==> src/rtl/tx_inband_pkg.sv <==
// Shared definitions for the TX inband packet path: header field positions,
// limits, and the demux FSM state / drop-reason encodings.
package tx_inband_pkg;

   localparam int CHAN_MSB = 20;
   localparam int CHAN_LSB = 16;
   localparam int LEN_MSB  = 8;
   localparam int LEN_LSB  = 0;

   localparam logic [CHAN_MSB-CHAN_LSB:0] CTRL_CHAN = 5'h1f;
   localparam int MAX_PAYLOAD = 504;

   typedef enum logic [1:0] {
      IDLE,
      FWD,
      DROP
   } demux_state_e;

   typedef enum logic [1:0] {
      RSN_OK,
      RSN_BAD_CHAN,
      RSN_BAD_LEN,
      RSN_NO_SPACE
   } drop_reason_e;

endpackage

==> src/rtl/tx_chan_demux_hdr_check.sv <==
// Combinational decode of an inband header word: maps the channel field to a
// buffer index and decides whether the packet may be forwarded, and why not.
module tx_hdr_check
   import tx_inband_pkg::*;
#(
   parameter int NUM_CHAN = 2,
   parameter int CIDX_W   = $clog2(NUM_CHAN + 1)
) (
   input  logic [CHAN_MSB-CHAN_LSB:0] chan_i,
   input  logic [LEN_MSB-LEN_LSB:0]   len_i,
   input  logic [NUM_CHAN:0]          have_space_i,
   output logic [CIDX_W-1:0]          chan_idx_o,
   output logic                       accept_o,
   output drop_reason_e               reason_o
);

   logic chan_ok;

   always_comb begin
      chan_ok    = 1'b1;
      chan_idx_o = '0;
      if (chan_i == CTRL_CHAN) begin
         chan_idx_o = CIDX_W'(NUM_CHAN);
      end else if (int'(chan_i) < NUM_CHAN) begin
         chan_idx_o = CIDX_W'(chan_i);
      end else begin
         chan_ok = 1'b0;
      end

      // Space is only meaningful once the channel is known to exist.
      if (!chan_ok) begin
         reason_o = RSN_BAD_CHAN;
      end else if (int'(len_i) > MAX_PAYLOAD) begin
         reason_o = RSN_BAD_LEN;
      end else if (!have_space_i[chan_idx_o]) begin
         reason_o = RSN_NO_SPACE;
      end else begin
         reason_o = RSN_OK;
      end
      accept_o = (reason_o == RSN_OK);
   end

endmodule

==> src/rtl/tx_chan_demux.sv <==
// Routes fixed-length inband packets from the packer word stream to per-channel
// buffers. Optional saturating statistics counters under TX_DEMUX_STATS_EN.
module tx_chan_demux
   import tx_inband_pkg::*;
#(
   parameter int NUM_CHAN  = 2,
   parameter int PKT_WORDS = 128
) (
   input  logic                txclk,
   input  logic                reset,
   input  logic [31:0]         usbdata_final,
   input  logic                WR_final,
   input  logic [NUM_CHAN:0]   have_space,
   output logic [31:0]         ram_data,
   output logic [NUM_CHAN:0]   WR_channel,
   output logic [NUM_CHAN:0]   WR_done_channel,
   output logic                pkt_dropped
`ifdef TX_DEMUX_STATS_EN
   ,
   output logic [15:0]         drop_count,
   output logic [15:0]         pkt_count
`endif
);

   localparam int CIDX_W = $clog2(NUM_CHAN + 1);
   localparam int CNT_W  = $clog2(PKT_WORDS);
   localparam logic [CNT_W-1:0] LAST_WORD = CNT_W'(PKT_WORDS - 1);

   demux_state_e         state_q, state_d;
   logic [CNT_W-1:0]     cnt_q, cnt_d;
   logic [CIDX_W-1:0]    chan_q, chan_d;
   logic [31:0]          data_q, data_d;
   logic [NUM_CHAN:0]    wr_q, wr_d;
   logic [NUM_CHAN:0]    done_q, done_d;
   logic                 drop_q, drop_d;

   logic [CIDX_W-1:0]    hdr_chan;
   logic                 hdr_accept;
   drop_reason_e         hdr_reason;
   logic                 hdr_go;

   tx_hdr_check #(
      .NUM_CHAN (NUM_CHAN),
      .CIDX_W   (CIDX_W)
   ) u_hdr_check (
      .chan_i       (usbdata_final[CHAN_MSB:CHAN_LSB]),
      .len_i        (usbdata_final[LEN_MSB:LEN_LSB]),
      .have_space_i (have_space),
      .chan_idx_o   (hdr_chan),
      .accept_o     (hdr_accept),
      .reason_o     (hdr_reason)
   );

   // Accept flag and reason are two views of one decode; both must agree.
   assign hdr_go = hdr_accept & (hdr_reason == RSN_OK);

   always_comb begin
      state_d = state_q;
      cnt_d   = cnt_q;
      chan_d  = chan_q;
      data_d  = data_q;
      wr_d    = '0;
      done_d  = '0;
      drop_d  = 1'b0;
      unique case (state_q)
         IDLE: begin
            cnt_d = '0;
            if (WR_final) begin
               chan_d = hdr_chan;
               cnt_d  = CNT_W'(1);
               if (hdr_go) begin
                  state_d        = FWD;
                  data_d         = usbdata_final;
                  wr_d[hdr_chan] = 1'b1;
               end else begin
                  state_d = DROP;
                  drop_d  = 1'b1;
               end
            end
         end
         FWD: begin
            if (WR_final) begin
               data_d       = usbdata_final;
               wr_d[chan_q] = 1'b1;
               if (cnt_q == LAST_WORD) begin
                  done_d[chan_q] = 1'b1;
                  cnt_d          = '0;
                  state_d        = IDLE;
               end else begin
                  cnt_d = cnt_q + CNT_W'(1);
               end
            end
         end
         DROP: begin
            if (WR_final) begin
               if (cnt_q == LAST_WORD) begin
                  cnt_d   = '0;
                  state_d = IDLE;
               end else begin
                  cnt_d = cnt_q + CNT_W'(1);
               end
            end
         end
         default: state_d = IDLE;
      endcase
   end

   always_ff @(posedge txclk) begin
      if (reset) begin
         state_q <= IDLE;
         cnt_q   <= '0;
         chan_q  <= '0;
         data_q  <= '0;
         wr_q    <= '0;
         done_q  <= '0;
         drop_q  <= 1'b0;
      end else begin
         state_q <= state_d;
         cnt_q   <= cnt_d;
         chan_q  <= chan_d;
         data_q  <= data_d;
         wr_q    <= wr_d;
         done_q  <= done_d;
         drop_q  <= drop_d;
      end
   end

   assign ram_data        = data_q;
   assign WR_channel      = wr_q;
   assign WR_done_channel = done_q;
   assign pkt_dropped     = drop_q;

`ifdef TX_DEMUX_STATS_EN
   logic [15:0] drop_cnt_q, pkt_cnt_q;

   always_ff @(posedge txclk) begin
      if (reset) begin
         drop_cnt_q <= '0;
         pkt_cnt_q  <= '0;
      end else begin
         if (drop_d && (drop_cnt_q != 16'hffff)) drop_cnt_q <= drop_cnt_q + 16'd1;
         if ((|done_d) && (pkt_cnt_q != 16'hffff)) pkt_cnt_q <= pkt_cnt_q + 16'd1;
      end
   end

   assign drop_count = drop_cnt_q;
   assign pkt_count  = pkt_cnt_q;
`endif

endmodule

==> config.mk <==
export PLATFORM = sky130hd
export DESIGN_NAME = tx_chan_demux
export DESIGN_NICKNAME = d
export VERILOG_FILES = /design/src/rtl/tx_inband_pkg.sv /design/src/rtl/tx_chan_demux_hdr_check.sv /design/src/rtl/tx_chan_demux.sv
export SDC_FILE = /design/constraint.sdc
export NUM_CORES = 1
export LEC_CHECK = 0
export BUFFER_PORTS_ARGS = -buffer_cell sky130_fd_sc_hd__buf_4
export CORE_MARGIN = 1.5
export CORE_UTILIZATION = 40
export CTS_BUF_LIST = sky130_fd_sc_hd__clkbuf_4 sky130_fd_sc_hd__clkbuf_8
export DETAILED_ROUTE_END_ITERATION = 12
export GPL_TIMING_DRIVEN = 1
export PLACE_DENSITY = 0.69
export SLEW_MARGIN = 30
export SYNTH_ARGS = -nofsm -noshare
export SYNTH_HDL_FRONTEND = slang
export SYNTH_HIERARCHICAL = 1
export SYNTH_SLANG_ARGS = --single-unit
==> constraint.sdc <==
create_clock -name txclk -period 3.6 [get_ports txclk]
set_input_delay 0.18 -clock txclk [delete_from_list [all_inputs] [get_ports txclk]]
set_output_delay 0.18 -clock txclk [all_outputs]
set_load 0.005 [all_outputs]
==> flow_summary.toml, run 1 <==
[status]
status = "completed"

[global_route]
grt_pass1_wl_mm = 8.13
antenna_found_initial = 0
grt_pass1_vias = 1868
grt_max_degree = 44
grt_overflow = 0
grt_usage = 0.173

[layout]
fin_cells = 395
areaGrowthSynthToFinish_pct = 32.4
drive_gt1_frac = 0.320
fin_nets = 365
insertedDiodeCount = 0

[logic_synthesis]
syn-mean-instance-area_um2 = 8.44
yosysWarnings = 6
ys.flop_type = "dfxtp_1"
synth_edf_count = 0
ys_ff_latch = 50
synth_area_um2 = 2150
async_reset_ff_frac = 0
synth.distinct_cells = 43
yosysSeqAreaShare = 0.465
netlist.area_leader.share = 0.465
synthTopCellsByCount = "nand2_1, dfxtp_1, a21oi_1, nor2_1, a21oi_2"
syn_nets = 296
synth.most_common_cell = "nand2_1"
synthTopCellsByArea = "dfxtp_1, nand2_1, a21oi_1"
yosysTopAreaCell = "dfxtp_1"
synth_cells = 255

[power_and_ir_drop]
peakVddDrop_mv = 0.197
p_total_uw = 1130
p_leak_uw = 0.00114
powerDensity_nw_per_um2 = 398

[worst_setup_path]
arrival_ns = 2.60
cp_data_required_time_ns = 3.84
rrSetupSlack_ns = 1.56
crit_path_start_kind = "primary input"
cp-end-kind = "register"
critical_path_class = "primary input to register"
cp_max_fo = 32

[sta]
fmax_mhz = 424
hold_viol_final = 0
finalCritPeriodShare = 0.655
fin_skew_ns = 0.0136
setup_violations = 0
setup_ws_ns = 1.24
tns_ns = 0
relSlewSlack = 0.455
rsz0062_at_grt = "false"
report.final.slew_viol_count = 0
fin_crit_ns = 2.36
worstMarginPinSlew_ns = 0.815

[placed_design]
gp_congestion = 0.754
hpwl_mm = 3.38
dp_slack_ns = 0.919
io_buffers = 76
place_inst = 387

[worst_hold_path]
hp-class = "primary input to register"

[floorplan]
die_area_um2 = 5830
fp.dieW_um = 76.4
fp.dieH_um = 76.4
start_util = 0.419
io-pin-count = 77
core-area_um2 = 5140
rows = 26

[drt]
wl_per_cell_um = 12.2
vias = 1949
via_per_inst = 4.93
route.antenna.remaining_nets = 0
drc = 0
drt-total-wl_mm = 4.80
drt-pass1-iter-count = 4
drtIter0Drc = 134

[cts]
cts_buffer_depth = 2
ctsHoldBuffers = 0
cts_buffers = 5
post_cts_resize_count = 0
clk_latency_ns = 0.31
clock-sinks = 50
post_cts_buffers = 0
cts_tree = "yes"
clkTransAtPathRegs_ns = 0.09
cts_max_level = 2
cts_root_buf = "clkbuf_8"

[run]
drv_cap = 0
==> worst max-delay path, stage by stage <==
cell	delay, ns
buf_4	0.12
or4b_1	0.51
a32oi_1	0.17
nand3_1	0.15
a21boi_1	0.23
and4bb_4	0.25
o21ai_4	0.66
nand2_1	0.17
a21oi_2	0.16
==> sequential cells by signal, summed over array words and instances, names as in the netlist <==
name / cells
WR_done_channel: 3
pkt_dropped: 1
state_q: 2
ram_data: 32
WR_channel: 3
chan_q: 2
cnt_q: 7
==> cell families (layout without fill, tap and decap cells) <==
family                   count (synthesis)  after routing  synth area share
multiplexers                             1              1           0.00523
AND/OR/NAND/NOR                        125            125             0.270
buffers and inverters                   19             89            0.0564
AO/OA/AOI/OAI                           54             54             0.174
adder cells (fa/ha/maj)                  3              3            0.0174
XOR/XNOR                                 3              3            0.0122
flip-flops                              50             50             0.465
==> cells in the final DEF, fill, tap and decap left out, types with 2 or more instances in the layout <==
cell type | netlist | layout
or3b_1 | 2 | 2
bufinv_16 | 0 | 2
nand3_1 | 5 | 5
dfxtp_1 | 50 | 50
and4_1 | 2 | 2
a21oi_1 | 28 | 28
nand4_1 | 4 | 4
inv_1 | 5 | 5
and3_1 | 3 | 3
buf_4 | 4 | 76
nor2_1 | 14 | 14
ha_1 | 3 | 3
or2b_1 | 2 | 2
a32oi_1 | 2 | 2
clkbuf_8 | 0 | 6
or3_1 | 3 | 3
nand2_1 | 76 | 76
a22o_1 | 2 | 2
a21oi_2 | 12 | 12
xor2_1 | 3 | 3
nor3_1 | 5 | 5
==> layout make-up <==
| class | instances | area [um^2] |
|---|---|---|
| multi-input combinational | 186 | 1030 |
| clock buffer | 6 | 82.6 |
| inverter | 5 | 18.8 |
| fill | 512 | 2290 |
| timing repair buffer | 76 | 571 |
| clock inverter | 2 | 60.1 |
| sequential | 50 | 1000 |
| tap | 70 | 87.6 |
==> layer usage <==
metal,GRT usage,vias up,wire length (um)
met3,0.0575,6,314
met2,0.298,61,2300
li1,-,994,-
met1,0.200,888,2120
met5,0,-,0
met4,0.0611,0,64
==> stage by stage <==
step / hold WS (ns) / instance area, um^2 / utilization
finish: 0.108 / 2850 / 0.555
global route: 0.106 / 2850 / 0.555
CTS: 0.104 / 2850 / 0.555
detailed placement: 0.439 / 2710 / 0.527
global placement: 0.428 / 2710 / 0.527
floorplan: 0.316 / 2150 / -
==> power breakdown <==
part | total, uW | internal [uW] | switching (uW)
clock | 482 | 296 | 186
combinational | 92.0 | 45.5 | 46.4
sequential | 560 | 557 | 2.94
==> final timing paths <==
path | from | endpoint | cells past startpoint
max | usbdata_final[19] | ram_data[18] | 9
min | usbdata_final[11] | ram_data[11] | 3
max reg2reg | state_q[0] | ram_data[18] | 6
min reg2reg | ram_data[30] | ram_data[30] | 2
Note: power is estimated with default switching activity, not from simulation.
==> run 2: changes to the inputs <==
--- a/config.mk
+++ b/config.mk
@@ -5,13 +5,14 @@
 export SDC_FILE = /design/constraint.sdc
 export NUM_CORES = 1
 export LEC_CHECK = 0
+export ABC_AREA = 1
 export BUFFER_PORTS_ARGS = -buffer_cell sky130_fd_sc_hd__buf_4
 export CORE_MARGIN = 1.5
 export CORE_UTILIZATION = 40
 export CTS_BUF_LIST = sky130_fd_sc_hd__clkbuf_4 sky130_fd_sc_hd__clkbuf_8
 export DETAILED_ROUTE_END_ITERATION = 12
 export GPL_TIMING_DRIVEN = 1
-export PLACE_DENSITY = 0.69
+export PLACE_DENSITY = 0.68
 export SLEW_MARGIN = 30
 export SYNTH_ARGS = -nofsm -noshare
 export SYNTH_HDL_FRONTEND = slang
==> constraint.sdc (replaced) <==
create_clock -name txclk -period 2.3 [get_ports txclk]
set_input_delay 0.115 -clock txclk [delete_from_list [all_inputs] [get_ports txclk]]
set_output_delay 0.115 -clock txclk [all_outputs]
set_load 0.005 [all_outputs]
==> flow_summary.toml, run 2 <==
[status]
status = "completed"

[cts]
post_cts_buffers = 0
cts_buffer_depth = 2
cts_buffers = 5
cts_root_buf = "clkbuf_8"
cts_max_level = 2
clock-sinks = 50
ctsHoldBuffers = 0
clkTransAtPathRegs_ns = 0.09
post_cts_resize_count = 0
clk_latency_ns = 0.30
cts_tree = "yes"

[sta]
fin_crit_ns = 1.67
relSlewSlack = 0.677
rsz0062_at_grt = "false"
fin_skew_ns = 0.0121
finalCritPeriodShare = 0.725
tns_ns = 0
hold_ws_ns = 0.0808
worstMarginPinSlew_ns = 0.485
fmax_mhz = 600
report.final.slew_viol_count = 0
hold_viol_final = 0
setup_violations = 0

[layout]
layout_commonest_cell = "buf_4"
drive_gt1_frac = 0.314
fin_cells = 424
fin_util = 0.554
mostFrequentLayoutCells = "buf_4, nand2_1, dfxtp_1"
fin_nets = 394
areaGrowthSynthToFinish_pct = 31.0
largest_reg_flops = 32
insertedDiodeCount = 0

[floorplan]
fp.dieW_um = 77.2
die_area_um2 = 5960
rows = 26
fp.dieH_um = 77.2
core-area_um2 = 5200
io-pin-count = 77
start_util = 0.423

[worst_setup_path]
cp-end-kind = "register"
arrival_ns = 1.91
crit_path_start_kind = "register"
critical_path_class = "register to register"
rrSetupSlack_ns = 0.63
cp_max_fo = 22
cp_data_required_time_ns = 2.54

[logic_synthesis]
syn_nets = 322
yosysWarnings = 6
synth.most_common_cell = "nand2_1"
ys.flop_type = "dfxtp_1"
yosysTopAreaCell = "dfxtp_1"
synth_cells = 281
synth.distinct_cells = 30
syn-mean-instance-area_um2 = 7.84
synthTopCellsByArea = "dfxtp_1, nand2_1, nand3_1"
synth_area_um2 = 2200
ys_ff_latch = 50
async_reset_ff_frac = 0
synthTopCellsByCount = "nand2_1, dfxtp_1, nand3_1, a21oi_1, nor2_1"
yosysSeqAreaShare = 0.455
synth_edf_count = 0
netlist.area_leader.share = 0.455

[drt]
drt-pass1-iter-count = 4
drc = 0
vias = 2046
via_per_inst = 4.83
drt-total-wl_mm = 4.96
route.antenna.remaining_nets = 0
wl_per_cell_um = 11.7
drtIter0Drc = 105

[power_and_ir_drop]
seqPwrFrac = 0.515
p_leak_uw = 0.00125
peakVddDrop_mv = 0.336
swShare = 0.254
pwr-share-comb = 0.157
powerDensity_nw_per_um2 = 614
intPower_uw = 1320
p_switching_uw = 451
clock_power_share = 0.328
p_total_uw = 1770

[global_route]
grt_overflow = 0
grt_usage = 0.169
grt_max_degree = 42
grt_pass1_wl_mm = 8.21
antenna_found_initial = 0
grt_pass1_vias = 1817

[placed_design]
io_buffers = 76
place_inst = 416
hpwl_mm = 3.57
gp_congestion = 0.822

[worst_hold_path]
hp-class = "primary input to register"

[run]
drv_cap = 0
run 2: power groups by stage:
| stage | Combinational [uW] | Sequential [uW] | Clock [uW] |
|---|---|---|---|
| final | 278 | 914 | 581 |
| after CTS | 281 | 914 | 599 |
| after detailed placement | 280 | 934 | 0 |
| after global placement | 280 | 933 | 0 |
| after floorplan | 172 | 934 | 0 |
| after global routing | 311 | 917 | 635 |
run 2: layout make-up:
cell class              instances  area, um^2
multi-input cells             195        1010
clock buffers                   8         110
repair buffers                 79         593
well taps                      70        87.6
fillers                       531        2320
flip-flops and latches         50        1000
inverters                      22        82.6
run 2: worst max-delay path, cell delays in order (launching register included):
cell     delay [ns]
dfxtp_1        0.34
inv_1          0.06
ha_1           0.21
nor2_1         0.09
nor2_4         0.27
buf_4          0.33
nand3_1        0.15
a21oi_2        0.14
run 2: per-stage QoR:
stage / instance area, um^2 / setup slack (ns)
5_1_grt: 2890 / 0.483
3_5_place_dp: 2780 / 0.451
3_3_place_gp: 2780 / 0.548
6_report: 2890 / 0.632
2_1_floorplan: 2200 / 0.830
4_1_cts: 2890 / 0.633
run 2: per-layer routing:
layer	share of wire	up-vias	GRT usage	wire, um
met5	0	-	0	0
met4	0.017	0	0.0564	86
met3	0.053	9	0.0452	265
met2	0.47	51	0.274	2330
met1	0.46	918	0.217	2280
li1	-	1068	-	-
run 2: final timing paths:
check | cells past startpoint | from | end
worst max-delay path | 7 | state_q[0] | ram_data[15]
worst max register to register | 7 | state_q[0] | ram_data[15]
worst min register to register | 2 | cnt_q[6] | cnt_q[6]
worst min-delay path | 3 | usbdata_final[21] | ram_data[21]
run 2: logic make-up (layout without fill, tap and decap cells):
kind of cell | Yosys count | count (layout) | synth area share
XOR/XNOR | 1 | 1 | 0.00398
AO/OA/AOI/OAI | 48 | 48 | 0.139
adder cells (fa/ha/maj) | 3 | 3 | 0.0170
AND/OR/NAND/NOR | 143 | 143 | 0.299
flip-flops | 50 | 50 | 0.455
buffers and inverters | 36 | 109 | 0.0864
